## src/rtl/calc_seq.sv

```systemverilog
// Operation sequencer for the 16-bit calculator: debounces the execute button,
// captures opcode and operand, drives the external ALU and updates the accumulator.
module calc_seq #(
  parameter int DEB_CYCLES = 500000,
  parameter int ALU_LAT    = 1
) (
  input  logic        clk,
  input  logic        btnu,
  input  logic        btnl,
  input  logic        btnc,
  input  logic        btnr,
  input  logic        btnd,
  input  logic [15:0] sw,
  input  logic [31:0] alu_result,
  output logic [3:0]  alu_op,
  output logic [31:0] op_a,
  output logic [31:0] op_b,
  output logic [15:0] led,
  output logic        busy,
  output logic        done
);

  localparam int DW = $clog2(DEB_CYCLES + 1);
  localparam int LW = $clog2(ALU_LAT + 1);
  localparam logic [DW-1:0] DEB_MAX  = DW'(DEB_CYCLES);
  localparam logic [DW-1:0] DEB_PRE  = DW'(DEB_CYCLES - 1);
  localparam logic [LW-1:0] LAT_LAST = LW'(ALU_LAT - 1);

  typedef enum logic [2:0] {
    S_IDLE,
    S_CAPTURE,
    S_EXEC,
    S_WRITE,
    S_WAIT_REL
  } state_t;

  // Bundle layout: {btnd, btnl, btnc, btnr, sw[15:0]}
  logic [19:0] sync1_q;
  logic [19:0] sync2_q;

  logic          btnd_s;
  logic          btnl_s;
  logic          btnc_s;
  logic          btnr_s;
  logic [15:0]   sw_s;

  logic [DW-1:0] deb_cnt_q;
  logic          press_q;
  logic          deb_level;

  state_t        state_q;
  logic [LW-1:0] lat_q;
  logic [15:0]   acc_q;
  logic [15:0]   swq_q;
  logic [3:0]    alu_op_q;
  logic          done_q;

  logic          unused_alu_hi;

  function automatic logic [3:0] enc_op(input logic l, input logic c, input logic r);
    logic [3:0] op;
    case ({l, c, r})
      3'b000:  op = 4'b0000;
      3'b001:  op = 4'b0001;
      3'b010:  op = 4'b0010;
      3'b011:  op = 4'b0110;
      3'b100:  op = 4'b0100;
      3'b101:  op = 4'b1001;
      3'b110:  op = 4'b1010;
      default: op = 4'b0101;
    endcase
    return op;
  endfunction

  always_ff @(posedge clk) begin
    if (btnu) begin
      sync1_q <= '0;
      sync2_q <= '0;
    end else begin
      sync1_q <= {btnd, btnl, btnc, btnr, sw};
      sync2_q <= sync1_q;
    end
  end

  assign btnd_s = sync2_q[19];
  assign btnl_s = sync2_q[18];
  assign btnc_s = sync2_q[17];
  assign btnr_s = sync2_q[16];
  assign sw_s   = sync2_q[15:0];

  // press fires once, on the edge the saturating count first reaches DEB_CYCLES
  always_ff @(posedge clk) begin
    if (btnu) begin
      deb_cnt_q <= '0;
      press_q   <= 1'b0;
    end else if (!btnd_s) begin
      deb_cnt_q <= '0;
      press_q   <= 1'b0;
    end else if (deb_cnt_q != DEB_MAX) begin
      deb_cnt_q <= deb_cnt_q + DW'(1);
      press_q   <= (deb_cnt_q == DEB_PRE);
    end else begin
      press_q   <= 1'b0;
    end
  end

  assign deb_level = (deb_cnt_q == DEB_MAX);

  always_ff @(posedge clk) begin
    if (btnu) begin
      state_q  <= S_IDLE;
      lat_q    <= '0;
      acc_q    <= '0;
      swq_q    <= '0;
      alu_op_q <= '0;
      done_q   <= 1'b0;
    end else begin
      done_q <= 1'b0;
      case (state_q)
        S_IDLE: begin
          if (press_q) state_q <= S_CAPTURE;
        end
        S_CAPTURE: begin
          alu_op_q <= enc_op(btnl_s, btnc_s, btnr_s);
          swq_q    <= sw_s;
          lat_q    <= '0;
          state_q  <= S_EXEC;
        end
        S_EXEC: begin
          if (lat_q == LAT_LAST) begin
            state_q <= S_WRITE;
            done_q  <= 1'b1;
          end else begin
            lat_q <= lat_q + LW'(1);
          end
        end
        S_WRITE: begin
          acc_q   <= alu_result[15:0];
          state_q <= S_WAIT_REL;
        end
        S_WAIT_REL: begin
          if (!deb_level) state_q <= S_IDLE;
        end
        default: state_q <= S_IDLE;
      endcase
    end
  end

  assign unused_alu_hi = ^alu_result[31:16];

  assign alu_op = alu_op_q;
  assign op_a   = {{16{acc_q[15]}}, acc_q};
  assign op_b   = {{16{swq_q[15]}}, swq_q};
  assign led    = acc_q;
  assign busy   = (state_q != S_IDLE);
  assign done   = done_q;

endmodule
```

## config.mk

```make
export PLATFORM = sky130hd
export DESIGN_NAME = calc_seq
export DESIGN_NICKNAME = d
export VERILOG_FILES = /design/src/rtl/calc_seq.sv
export SDC_FILE = /design/constraint.sdc
export NUM_CORES = 1
export LEC_CHECK = 0
export BUFFER_PORTS_ARGS = -buffer_cell sky130_fd_sc_hd__buf_2
export CORE_MARGIN = 3
export CORE_UTILIZATION = 49
export DETAILED_ROUTE_END_ITERATION = 8
export MAX_ROUTING_LAYER = met4
export PLACE_DENSITY_LB_ADDON = 0.12
export SLEW_MARGIN = 20
export SYNTH_ARGS = -nofsm -noshare
export SYNTH_HDL_FRONTEND = slang
export SYNTH_SLANG_ARGS = --single-unit
```

## constraint.sdc

```tcl
create_clock -name clk -period 1.9 [get_ports clk]
set_input_delay 0.38 -clock clk [delete_from_list [all_inputs] [get_ports clk]]
set_output_delay 0.38 -clock clk [all_outputs]
set_load 0.03 [all_outputs]
```

Word-level counts from Yosys, hierarchy flattened
Index checks and enable logic that the tools add are counted.
{"block": "classes", "n_addsub": 2, "n_mul": 0, "div_mod_pow": 0, "order_cmp": 0, "n_eq_ne": 16, "n_shift": 0, "muxes": 8, "n_bitwise": 3, "n_reduce_logical": 8}
{"op": "== test 19 bit, second input constant", "n": 2}
{"op": "case mux 4 bit (7 select lines)", "n": 1}
{"op": "adder 19 x 1 -> 19 bit, second input constant", "n": 1}
{"op": "inequality test 19 bit, second input constant", "n": 1}
{"op": "case mux 3 bit (5 select lines)", "n": 1}
{"op": "== test 3 x 2 -> 1 bit, second input constant", "n": 4}
{"op": "== test 3 bit, second input constant", "n": 4}
{"op": "two-way mux 3 bit", "n": 3}
{"op": "== test 3 x 1 -> 1 bit, second input constant", "n": 2}
{"op": "logical NOT 3 bit", "n": 2}
{"op": "inequality test 2 bit, second input constant", "n": 3}
{"op": "OR reduction 2 bit", "n": 2}
{"op": "inverter 1 bit", "n": 3}
{"op": "AND reduction 3 bit", "n": 1}
{"op": "nonzero test 3 bit", "n": 1}
{"op": "OR reduction 3 bit", "n": 1}
{"op": "two-way mux 1 bit", "n": 2}
{"op": "case mux 1 bit (2 select lines)", "n": 1}
{"op": "nonzero test 2 bit", "n": 1}
{"op": "adder 1 bit, second input constant", "n": 1}
{"block": "totals", "reg_bits": 101, "latchBits": 0, "ramBits": 0, "rom_bits": 0, "in_bits": 54, "output_inout_bits": 86, "wordCells": 47, "memories": 0}

Depth between registers and ports, before layout
Gate-level depths: netlist of the first run.
{"block": "depth", "word_depth": 3, "mapped_depth": 6}

Least setup slack after synthesis of the first run
No wires, ideal clock.
{"block": "synth_path", "path_type": "register -> register", "start": "reg deb_cnt_q[0]", "end": "reg deb_cnt_q[18]", "setup_ns": 0.070, "arrival_time_ns": 1.503, "required_time_ns": 1.830, "slack_ns": 0.327, "path_stages_with_launch": 7, "synth_period_minus_slack_ns": 1.573, "cell_sequence": "dfxtp_1 ha_1 and4_1 buf_4 nand2_2 or4_1 a21oi_1"}
{"block": "synth_between", "elab_chain_len": 1}
{"item": "from (decl)", "line": "47", "source": "logic [DW-1:0] deb_cnt_q;"}
{"item": "from (signal assigned)", "line": "100", "source": "deb_cnt_q <= deb_cnt_q + DW'(1);"}
{"item": "adder 19 x 1 -> 19 bit or inequality test 19 bit (tied branches)", "line": "100, 99"}
Several ways; a longest one is shown, not always the timed one.
A chain may end at the register's enable or synchronous reset.

Worst setup path after layout of the first run
{"block": "layout_path", "start": "reg state_q[2]", "end": "out busy"}
{"block": "layout_between", "elab_chain_len": 1}
{"item": "from (decl)", "line": "51", "source": "state_t state_q;"}
{"item": "from (signal assigned)", "line": "111", "source": "state_q <= S_IDLE;"}
{"item": "from (signal assigned)", "line": "121", "source": "if (press_q) state_q <= S_CAPTURE;"}
{"item": "from (signal assigned)", "line": "127", "source": "state_q <= S_EXEC;"}
{"item": "nonzero test 3 bit", "line": "155", "source": "assign busy = (state_q != S_IDLE);"}
{"item": "to (decl)", "line": "19", "source": "output logic busy,"}
No other way between the ends.

==> results of run 1 <==
[worst register-to-register path: stages (launching register included)]
cell and delay (ns):
dfxtp_1 0.41, ha_1 0.23, and4_1 0.25, nand2_2 0.08, or4_1 0.46, a21oi_1 0.14
[where the power goes]
| group | leakage [nW] | internal, mW | switching (mW) |
|---|---|---|---|
| registers | 0.814 | 2.13 | 0.0103 |
| clock network | 0.0969 | 0.539 | 0.737 |
| logic | 0.967 | 0.0550 | 0.0465 |
[layout make-up]
type                       count  share of cell area [%]
sequential                   100                    46.0
multi-input combinational    251                    31.4
timing repair buffer         127                    15.1
clock buffer                  10                    3.16
tap                           99                    2.84
clock inverter                 6                    1.29
inverter                       3                   0.259
[routing by layer]
layer	vias up	share of wire, %	wire [um]	GRT usage (%)
met3	10	8.6	578	3.75
li1	1470	-	-	-
met4	0	2.0	135	7.22
met5	-	0	0	-
met2	93	44	2980	23.8
met1	1216	45	3040	18.3
[registers in the layout, indices dropped and copies added, names as in the netlist]
register and cells:
swq_q 16, led 16, sync1_q 20, press_q 1
done 1, sync2_q 20, deb_cnt_q 19, state_q 3
alu_op 4
[cell usage in the layout (no fill, tap or decap), types with 4 or more instances in the layout]
master    netlist  routed
and4_1          4       4
nor2b_1        40      40
nand3_1         9       9
xor2_1          9       9
dfxtp_1       100     100
nand2_1        75      75
xnor2_1         4       4
nor3_1          5       5
nand4_1         8       8
nor2_1         14      14
a21oi_1        44      44
clkbuf_8        0      10
buf_2           5     123
o21ai_0         6       6
or3_1           4       4
[kinds of logic after synthesis]
| group | after synthesis | synth area share (%) |
|---|---|---|
| DFF | 100 | 52.3 |
| buffers and inverters | 73 | 12.2 |
| adders and majority gates | 2 | 0.653 |
| AOI/OAI and AO/OA | 53 | 7.15 |
| xor gates and xnor gates | 13 | 2.97 |
| and+or+nand+nor | 183 | 24.8 |
[final timing paths]
path                startpoint            end  slack, ns  cells past startpoint
hold reg to reg     sync1_q[8]     sync2_q[8]       0.43                      1
hold / removal           sw[5]     sync1_q[5]       0.22                      2
setup reg to reg  deb_cnt_q[0]  deb_cnt_q[18]       0.26                      5
setup / recovery    state_q[2]           busy       0.21                      2
[stage by stage]
step	total power [mW]	hold WS, ns	instances
after floorplan	2.25	0.405	424
after CTS	3.57	0.212	596
after detailed placement	2.30	0.422	580
after global placement	2.30	0.412	580
after global routing	3.67	0.212	596
final	3.52	0.224	596
==> key figures, run 1 <==
Outcome
  • Status: finished, final reports clean

Timing
  • Min cycle time layout: between 1.5 and 2 ns
  • Pin slew with the least headroom to its limit: 0.614 ns
  • RSZ-0062 raised after global routing: no
  • Count of final max-slew check failures: 0
  • Maximum clock rate: 593 MHz
  • Final Skew: 0.00954 ns
  • Hold Fails Final Rpt: 0
  • Final worst slack: about 0.21 ns
  • Final setup violation count: 0
  • Worst slew margin: approximately three fifths
  • Setup_tns: 0 ns
  • Period utilisation layout: roughly nine tenths

Worst setup path
  • CP endpoint kind: output port
  • Highest fanout seen on the critical path: 8
  • Buf/Inv on CP: 1
  • Crit-path cells: or3_1 -> buf_2
  • Crit Path Class: flop to output port
  • CP Launch Type: flop
  • Slowest CP cell: dfxtp_1
  • Worst Path Required: between 1.5 and 2 ns
  • Crit-path max cell delay: about 0.38 ns
  • Crit-path leading delay family: flip-flops
  • WP data arrival: ~1.3 ns

CTS
  • CTS tree: yes
  • Latest clock arrival within the worst-skew pair: between 0.3 and 0.4 ns
  • CTS buffer count: 9
  • Root Driver: clkbuf_8
  • Htree depth: 3
  • Setup bufs post-CTS: 0
  • CTS Sinks: 100
  • # hold bufs at CTS: 0
  • Max clock buf depth: 2
  • Post-CTS sizing: 0
  • Clock transition at the registers of the reported paths: 0.10 ns

Drt
  • WL per Instance: about 11 um
  • Via/cell ratio: roughly 4.7
  • Routed vias: between 2,000 and 3,000
  • Initial DRC count: 57
  • Post-route ant nets: 0
  • Drt pass-1 iters: 4
  • WL final: roughly 6700 um
  • Post-route DRC: 0

Final layout
  • Finished Core Util: between 50% and 60%
  • Nets@finish: between 500 and 600
  • Post-route cell area: about 0.0044 mm2
  • Syn-to-layout area delta: 13.7%
  • Share of layout cells above drive strength 1: 30.2%
  • Reg area: 0.00200 mm2
  • Area of the multi-input gates: 0.00137 mm2
  • Layout fillers: approximately 670
  • Antenna Cells: 0

Synth
  • Most frequent cell after synthesis: dfxtp_1
  • Post-synth EDFFs: 0
  • Post-Syn Area per Cell: 9.04 um2
  • Sequential area share after synthesis: between 50% and 60%
  • Distinct cells, synth: 39
  • Post-synth top flop: dfxtp_1
  • Async set-reset flop share out of synthesis: 0%
  • Commonest cells post-synth: dfxtp_1 (100), nand2_1 (75), buf_4 (50), a21oi_1 (44), nor2b_1 (40)
  • Number of synthesized register bits: 100
  • Yosys top cell area share: 52.3%
  • Synth top area cells: dfxtp_1 (52%), buf_4 (9.8%), nand2_1 (7.3%)
  • Cell taking the most area after synthesis: dfxtp_1
  • Synth warn: 0
  • Gate Count Post-Synth: 424
  • Cell Area, Synth: about 0.0038 mm2
  • Syn nets: 480

Worst hold path
  • Worst Hold Class: input pin to flop

Place
  • Cell Area, Placed: between 0.004 and 0.005 mm2
  • DP Worst Slack: between 0.2 and 0.3 ns
  • Detailed Place HPWL: around 4700 um
  • GPL Wtd Cong: around 0.81
  • # port buffers: 123

Floorplanning
  • I/O Pins: 140
  • DIE AREA: between 0.008 and 0.009 mm2
  • Initial Utilization: 51.7%
  • Die span in y: about 94 um
  • Core area: 0.00741 mm2
  • FP Rows: 31
  • Die width: roughly 94 um

GRT
  • Vias in the first global route: 2,312
  • Largest net degree at the start of global routing: 80
  • First-pass GRT wire length: around 10,000 um
  • Total grt overflow: 0
  • Initial antenna violation count: 0
  • Tot GR Track Use: between 15 and 20%

Power
  • Maximum VDD drop: about 450 uV
  • Leakage: approximately 1.9 nW
  • Pwr per Cell Area: slightly above 800 mW/mm2

Run
  • Max-cap viol count: 0
Note: power is estimated with default switching activity, not from simulation.
==> inputs of run 2 (changes only) <==
--- a/config.mk
+++ b/config.mk
@@ -7,7 +7,7 @@
 export LEC_CHECK = 0
 export BUFFER_PORTS_ARGS = -buffer_cell sky130_fd_sc_hd__buf_2
 export CORE_MARGIN = 3
-export CORE_UTILIZATION = 49
+export CORE_UTILIZATION = 30
 export DETAILED_ROUTE_END_ITERATION = 8
 export MAX_ROUTING_LAYER = met4
 export PLACE_DENSITY_LB_ADDON = 0.12
==> constraint.sdc (replaced) <==
create_clock -name clk -period 1.9 [get_ports clk]
set_input_delay 0.095 -clock clk [delete_from_list [all_inputs] [get_ports clk]]
set_output_delay 0.095 -clock clk [all_outputs]
set_load 0.03 [all_outputs]
==> run 2 against run 1 <==
Against the previous run: total power is 20% higher; critical path type is now flop to flop; largest power group unchanged; critical path depth rose by 3; via count up 6.0%.
==> key figures, run 2 (synthesis results as in run 1) <==
CTS
  • Max clock buf depth: 2
  • # hold bufs at CTS: 36
  • Clock transition at the registers of the reported paths: ~0.07 ns
  • Htree depth: 3
  • Setup bufs post-CTS: 0
  • CTS Sinks: 100
  • Latest clock arrival within the worst-skew pair: approximately 0.33 ns
  • Post-CTS sizing: 0
  • CTS buffer count: 9
  • Root Driver: clkbuf_16
  • CTS tree: yes

Worst hold path
  • Worst Hold Class: input pin to flop
  • Hold_sp: btnu
  • Hold EP: sync2_q[19]
  • WHS Path Cells: 3

Worst setup path
  • Slowest CP cell: or4_1
  • Reg2reg path depth: 5
  • Worst Path Required: approximately 2.2 ns
  • CP Launch Type: flop
  • WP data arrival: 1.90 ns
  • Highest fanout seen on the critical path: 5
  • R2r endpoint: deb_cnt_q[18]
  • Crit-path max cell delay: roughly 0.47 ns
  • CP endpoint kind: flop
  • Crit-path cells: ha_1 -> and4_1 -> nand2_2 -> or4_1 -> a21oi_1
  • Worst R2R Start: deb_cnt_q[1]
  • Worst reg2reg setup slack: 0.26 ns
  • Crit Path Class: flop to flop

Final layout
  • Share of layout cells above drive strength 1: between 20% and 30%
  • Largest registers: sync1_q: 20 flops, sync2_q: 20 flops, deb_cnt_q: 19 flops
  • Post-route cell area: 0.00493 mm2
  • Most frequent cells in the layout: buf_2 (123), dfxtp_1 (100), nand2_1 (75), a21oi_1 (44), nor2b_1 (40)
  • Syn-to-layout area delta: 28.7%
  • Antenna Cells: 0
  • Nets@finish: 585
  • Most common cell after layout, fill and taps aside: buf_2
  • Finished Core Util: 40.2%

Place
  • Detailed Place HPWL: about 5100 um
  • Cell Area, Placed: roughly 0.0043 mm2
  • # port buffers: about 120
  • GPL Wtd Cong: 0.759

Drt
  • Post-route ant nets: 0
  • Initial DRC count: about 110
  • Post-route DRC: 0
  • Via/cell ratio: about 4.2
  • WL final: 7780 um
  • WL per Instance: roughly 11 um
  • Drt pass-1 iters: 4
  • Routed vias: approximately 3,000

Floorplanning
  • I/O Pins: 140
  • Die span in y: 119 um
  • Die width: ~120 um
  • Initial Utilization: 31.2%
  • FP Rows: 40
  • DIE AREA: between 0.01 and 0.015 mm2
  • Core area: ~0.012 mm2

GRT
  • Vias in the first global route: ~2,800
  • Largest net degree at the start of global routing: 80
  • Total grt overflow: 0
  • Initial antenna violation count: 0
  • First-pass GRT wire length: approximately 13,000 um
  • Tot GR Track Use: a little under an eighth

Timing
  • RSZ-0062 raised after global routing: no
  • Maximum clock rate: about 600 MHz
  • Worst slew margin: between 50% and 60%
  • Setup_tns: 0 ns
  • Final setup violation count: 0
  • Count of final max-slew check failures: 0
  • Min cycle time layout: 1.64 ns
  • Final Skew: between 0.006 and 0.007 ns
  • Period utilisation layout: 86.4%
  • Hold Fails Final Rpt: 0
  • Pin slew with the least headroom to its limit: approximately 0.7 ns

Power
  • Maximum VDD drop: 455 uV
  • Pwr per Cell Area: roughly 860 mW/mm2
  • Total Power: between 4 and 5 mW
  • Leakage: roughly 2.1 nW

Run
  • Max-cap viol count: 0

Outcome
  • Status: finished, final reports clean
==> run 2: how the worst max path moves through the flow <==
stage                       from             to  slack, ns
CTS                 deb_cnt_q[1]  deb_cnt_q[18]       0.24
global placement    deb_cnt_q[0]  deb_cnt_q[18]       0.28
detailed placement  deb_cnt_q[0]  deb_cnt_q[18]       0.25
finish              deb_cnt_q[1]  deb_cnt_q[18]       0.26
floorplan           deb_cnt_q[0]  deb_cnt_q[18]       0.33
global route        deb_cnt_q[6]        press_q       0.04
==> run 2: per-layer routing <==
layer | GRT usage, % | part of all wire, % | vias up
li1 | - | - | 1552
met1 | 13.8 | 47 | 1285
met2 | 19.0 | 45 | 108
met3 | 3.04 | 6.0 | 10
met4 | 4.06 | 1.6 | 0
met5 | - | 0 | -
==> run 2: critical path: cells and delay by family, from the launching register on <==
kind | cells | cell delay, ns
AND/OR/NAND/NOR | 3 | 0.80
flip-flops | 1 | 0.40
adder cells (fa/ha/maj) | 1 | 0.24
AO/OA/AOI/OAI | 1 | 0.14
==> run 2: cell type report <==
type                            instances  area, um2
Multi-Input combinational cell        251       1370
Clock buffer                           11        243
Inverter                                3       11.3
Tap cell                              168        210
Fill cell                            1258       7330
Clock inverter                          4       73.8
Sequential cell                       100       2000
Timing Repair Buffer                  164       1030
==> run 2: power breakdown <==
group / internal [mW] / switching [mW] / leakage (nW)
Combinational: 0.103 / 0.0588 / 1.12
Clock: 1.18 / 0.736 / 0.156
Sequential: 2.14 / 0.00993 / 0.814
==> run 2: metrics by stage <==
| stage | std cells | setup slack, ns | hold WS (ns) |
|---|---|---|---|
| after detailed placement | 650 | 0.255 | 0.308 |
| after global routing | 701 | 0.0438 | 0.270 |
| after global placement | 650 | 0.279 | 0.303 |
| after floorplan | 424 | 0.327 | 0.223 |
| after CTS | 701 | 0.236 | 0.252 |
| final | 701 | 0.258 | 0.235 |
==> inputs of run 3 (changes only) <==
==> constraint.sdc (replaced) <==
create_clock -name clk -period 1.9 [get_ports clk]
set_input_delay 0.19 -clock clk [delete_from_list [all_inputs] [get_ports clk]]
set_output_delay 0.19 -clock clk [all_outputs]
set_load 0.03 [all_outputs]
==> run 3 against run 2 <==
Against the previous run: clock-buffer cell count is 1 lower; total power fell by 6.2%; sequential share of layout area rose by 3.4 points; die area unchanged; combinational power is 34% lower; first-iteration DRC count increased by 74%; via count fell by 3.8%; critical path type unchanged; hold slack worse by 0.18 ns; sequential power is essentially flat; final cell count is 4.9% lower; largest cell class unchanged; core utilization decreased by 3.1 points; cell area down 7.7%.
==> key figures, run 3 (synthesis results as in run 1) <==
Worst setup path
  • CP endpoint kind: flop
  • Crit Path Class: flop to flop
  • Crit-path max cell delay: roughly 0.46 ns
  • Slowest CP cell: or4_1
  • CP Launch Type: flop
  • WP data arrival: approximately 1.9 ns
  • Highest fanout seen on the critical path: 5
  • Worst Path Required: 2.17 ns
  • Crit-path cells: ha_1 -> and4_1 -> nand2_2 -> or4_1 -> a21oi_1
  • Reg2reg path depth: 5

GRT
  • First-pass GRT wire length: approximately 12,000 um
  • Vias in the first global route: approximately 2,600
  • Tot GR Track Use: between 10% and 20%
  • M3 GR Usage: under 10%
  • Met2 usage: between 10% and 20%
  • Largest net degree at the start of global routing: roughly 70
  • Total grt overflow: 0
  • Initial antenna violation count: 0
  • GRT Max-Usage Layer: met2
  • Met1 Track Usage GR: between 10% and 20%

Drt
  • Via/cell ratio: around 4.3
  • Initial DRC count: between 150 and 200
  • Post-route DRC: 0
  • Drt pass-1 iters: 4
  • Routed vias: 2,843
  • Post-route ant nets: 0
  • WL per Instance: 11.1 um
  • WL final: about 7400 um

Outcome
  • Status: finished, final reports clean

Worst hold path
  • Worst Hold Class: input pin to flop
  • WHS Path Cells: 2

Power
  • Pwr per Cell Area: 871 mW/mm2
  • Reg power frac: around 54%
  • Switch share: roughly a fifth
  • Logic pwr share: about 2.7%
  • Psw: ~0.84 mW
  • Maximum VDD drop: 424 uV
  • P_int: approximately 3.1 mW
  • Leakage: 1.92 nW
  • Clock power share: a little over two fifths

Timing
  • Pin slew with the least headroom to its limit: approximately 0.65 ns
  • Count of final max-slew check failures: 0
  • Min cycle time layout: between 1.5 and 2 ns
  • Hold Fails Final Rpt: 0
  • Period utilisation layout: slightly below 90%
  • Final setup violation count: 0
  • Final Skew: approximately 0.0055 ns
  • RSZ-0062 raised after global routing: no
  • Worst slew margin: a little under three fifths
  • Setup_tns: 0 ns
  • Maximum clock rate: just over 600 MHz

Floorplanning
  • Initial Utilization: between 30 and 40%
  • Die span in y: 119 um
  • FP Rows: 40
  • DIE AREA: 0.0142 mm2
  • Die width: 119 um
  • Core area: between 0.01 and 0.015 mm2
  • I/O Pins: 140

Final layout
  • Finished Core Util: a little under two fifths
  • Post-route cell area: approximately 0.0046 mm2
  • Syn-to-layout area delta: 18.8%
  • Antenna Cells: 0
  • Nets@finish: 550
  • Largest registers: sync1_q: 20 flops, sync2_q: 20 flops, deb_cnt_q: 19 flops
  • Most frequent cells in the layout: buf_2 (123), dfxtp_1 (100), nand2_1 (75), a21oi_1 (44), nor2b_1 (40)
  • Most common cell after layout, fill and taps aside: buf_2
  • Share of layout cells above drive strength 1: 30.5%
  • Final Non-Filler Cells: between 600 and 700

CTS
  • CTS tree: yes
  • # hold bufs at CTS: 0
  • Clock transition at the registers of the reported paths: around 0.070 ns
  • Latest clock arrival within the worst-skew pair: 0.34 ns
  • Setup bufs post-CTS: 0
  • Max clock buf depth: 2
  • CTS Sinks: 100
  • Htree depth: 3
  • CTS buffer count: 9
  • Root Driver: clkbuf_16
  • Post-CTS sizing: 0

Place
  • Cells after DPL: approximately 650
  • Cell Area, Placed: 0.00426 mm2
  • Detailed Place HPWL: 5240 um
  • GPL Wtd Cong: roughly 0.72
  • # port buffers: between 100 and 150

Run
  • Max-cap viol count: 0
==> run 3: cell types whose count changed in the layout (fill, tap and decap cells not counted) <==
cell / change
bufinv_16: -2
clkbuf_1: -1
clkinv_2: -1
inv_6: +1
buf_4: +1
clkinv_4: +1
clkinvlp_4: +3
dlygate4sd3_1: -36
==> run 3: through the flow <==
stage / hold slack [ns] / power [mW] / setup WS (ns)
final: 0.0544 / 3.97 / 0.250
after global routing: 0.0475 / 4.14 / 0.0301
after CTS: 0.0391 / 4.05 / 0.254
after detailed placement: 0.402 / 2.30 / 0.260
after global placement: 0.400 / 2.30 / 0.278
after floorplan: 0.318 / 2.25 / 0.327
==> run 3: final timing paths <==
kind	start	end	slack (ns)
worst max-delay path	deb_cnt_q[0]	deb_cnt_q[18]	0.25
worst min-delay path	sw[9]	sync1_q[9]	0.05
worst max register to register	deb_cnt_q[0]	deb_cnt_q[18]	0.25
worst min register to register	sync2_q[14]	swq_q[14]	0.43
==> run 3: routing by layer <==
metal / share of wire [%] / wire length, um
met5: 0 / 0
met4: 0.82 / 61
met3: 6.9 / 513
met1: 46 / 3450
met2: 46 / 3410
==> run 3: critical path: cells and delay by family, from the launching register on <==
kind	cells	cell delay (ns)
DFF	1	0.40
and+or+nand+nor	3	0.81
adders and majority gates	1	0.23
AOI/OAI and AO/OA	1	0.14
==> run 3: power groups by stage <==
stage | Combinational (mW) | Sequential (mW) | Clock, mW
global placement | 0.110 | 2.19 | 0
global route | 0.122 | 2.15 | 1.87
detailed placement | 0.111 | 2.19 | 0
floorplan | 0.0563 | 2.19 | 0
finish | 0.107 | 2.15 | 1.71
CTS | 0.111 | 2.14 | 1.79
==> run 3: layout make-up <==
class	instances	area, um2
Clock buffer	10	239
Clock inverter	6	48.8
Fill cell	1228	7710
Inverter	3	11.3
Multi-Input combinational cell	251	1370
Sequential cell	100	2000
Tap cell	168	210
Timing Repair Buffer	129	673
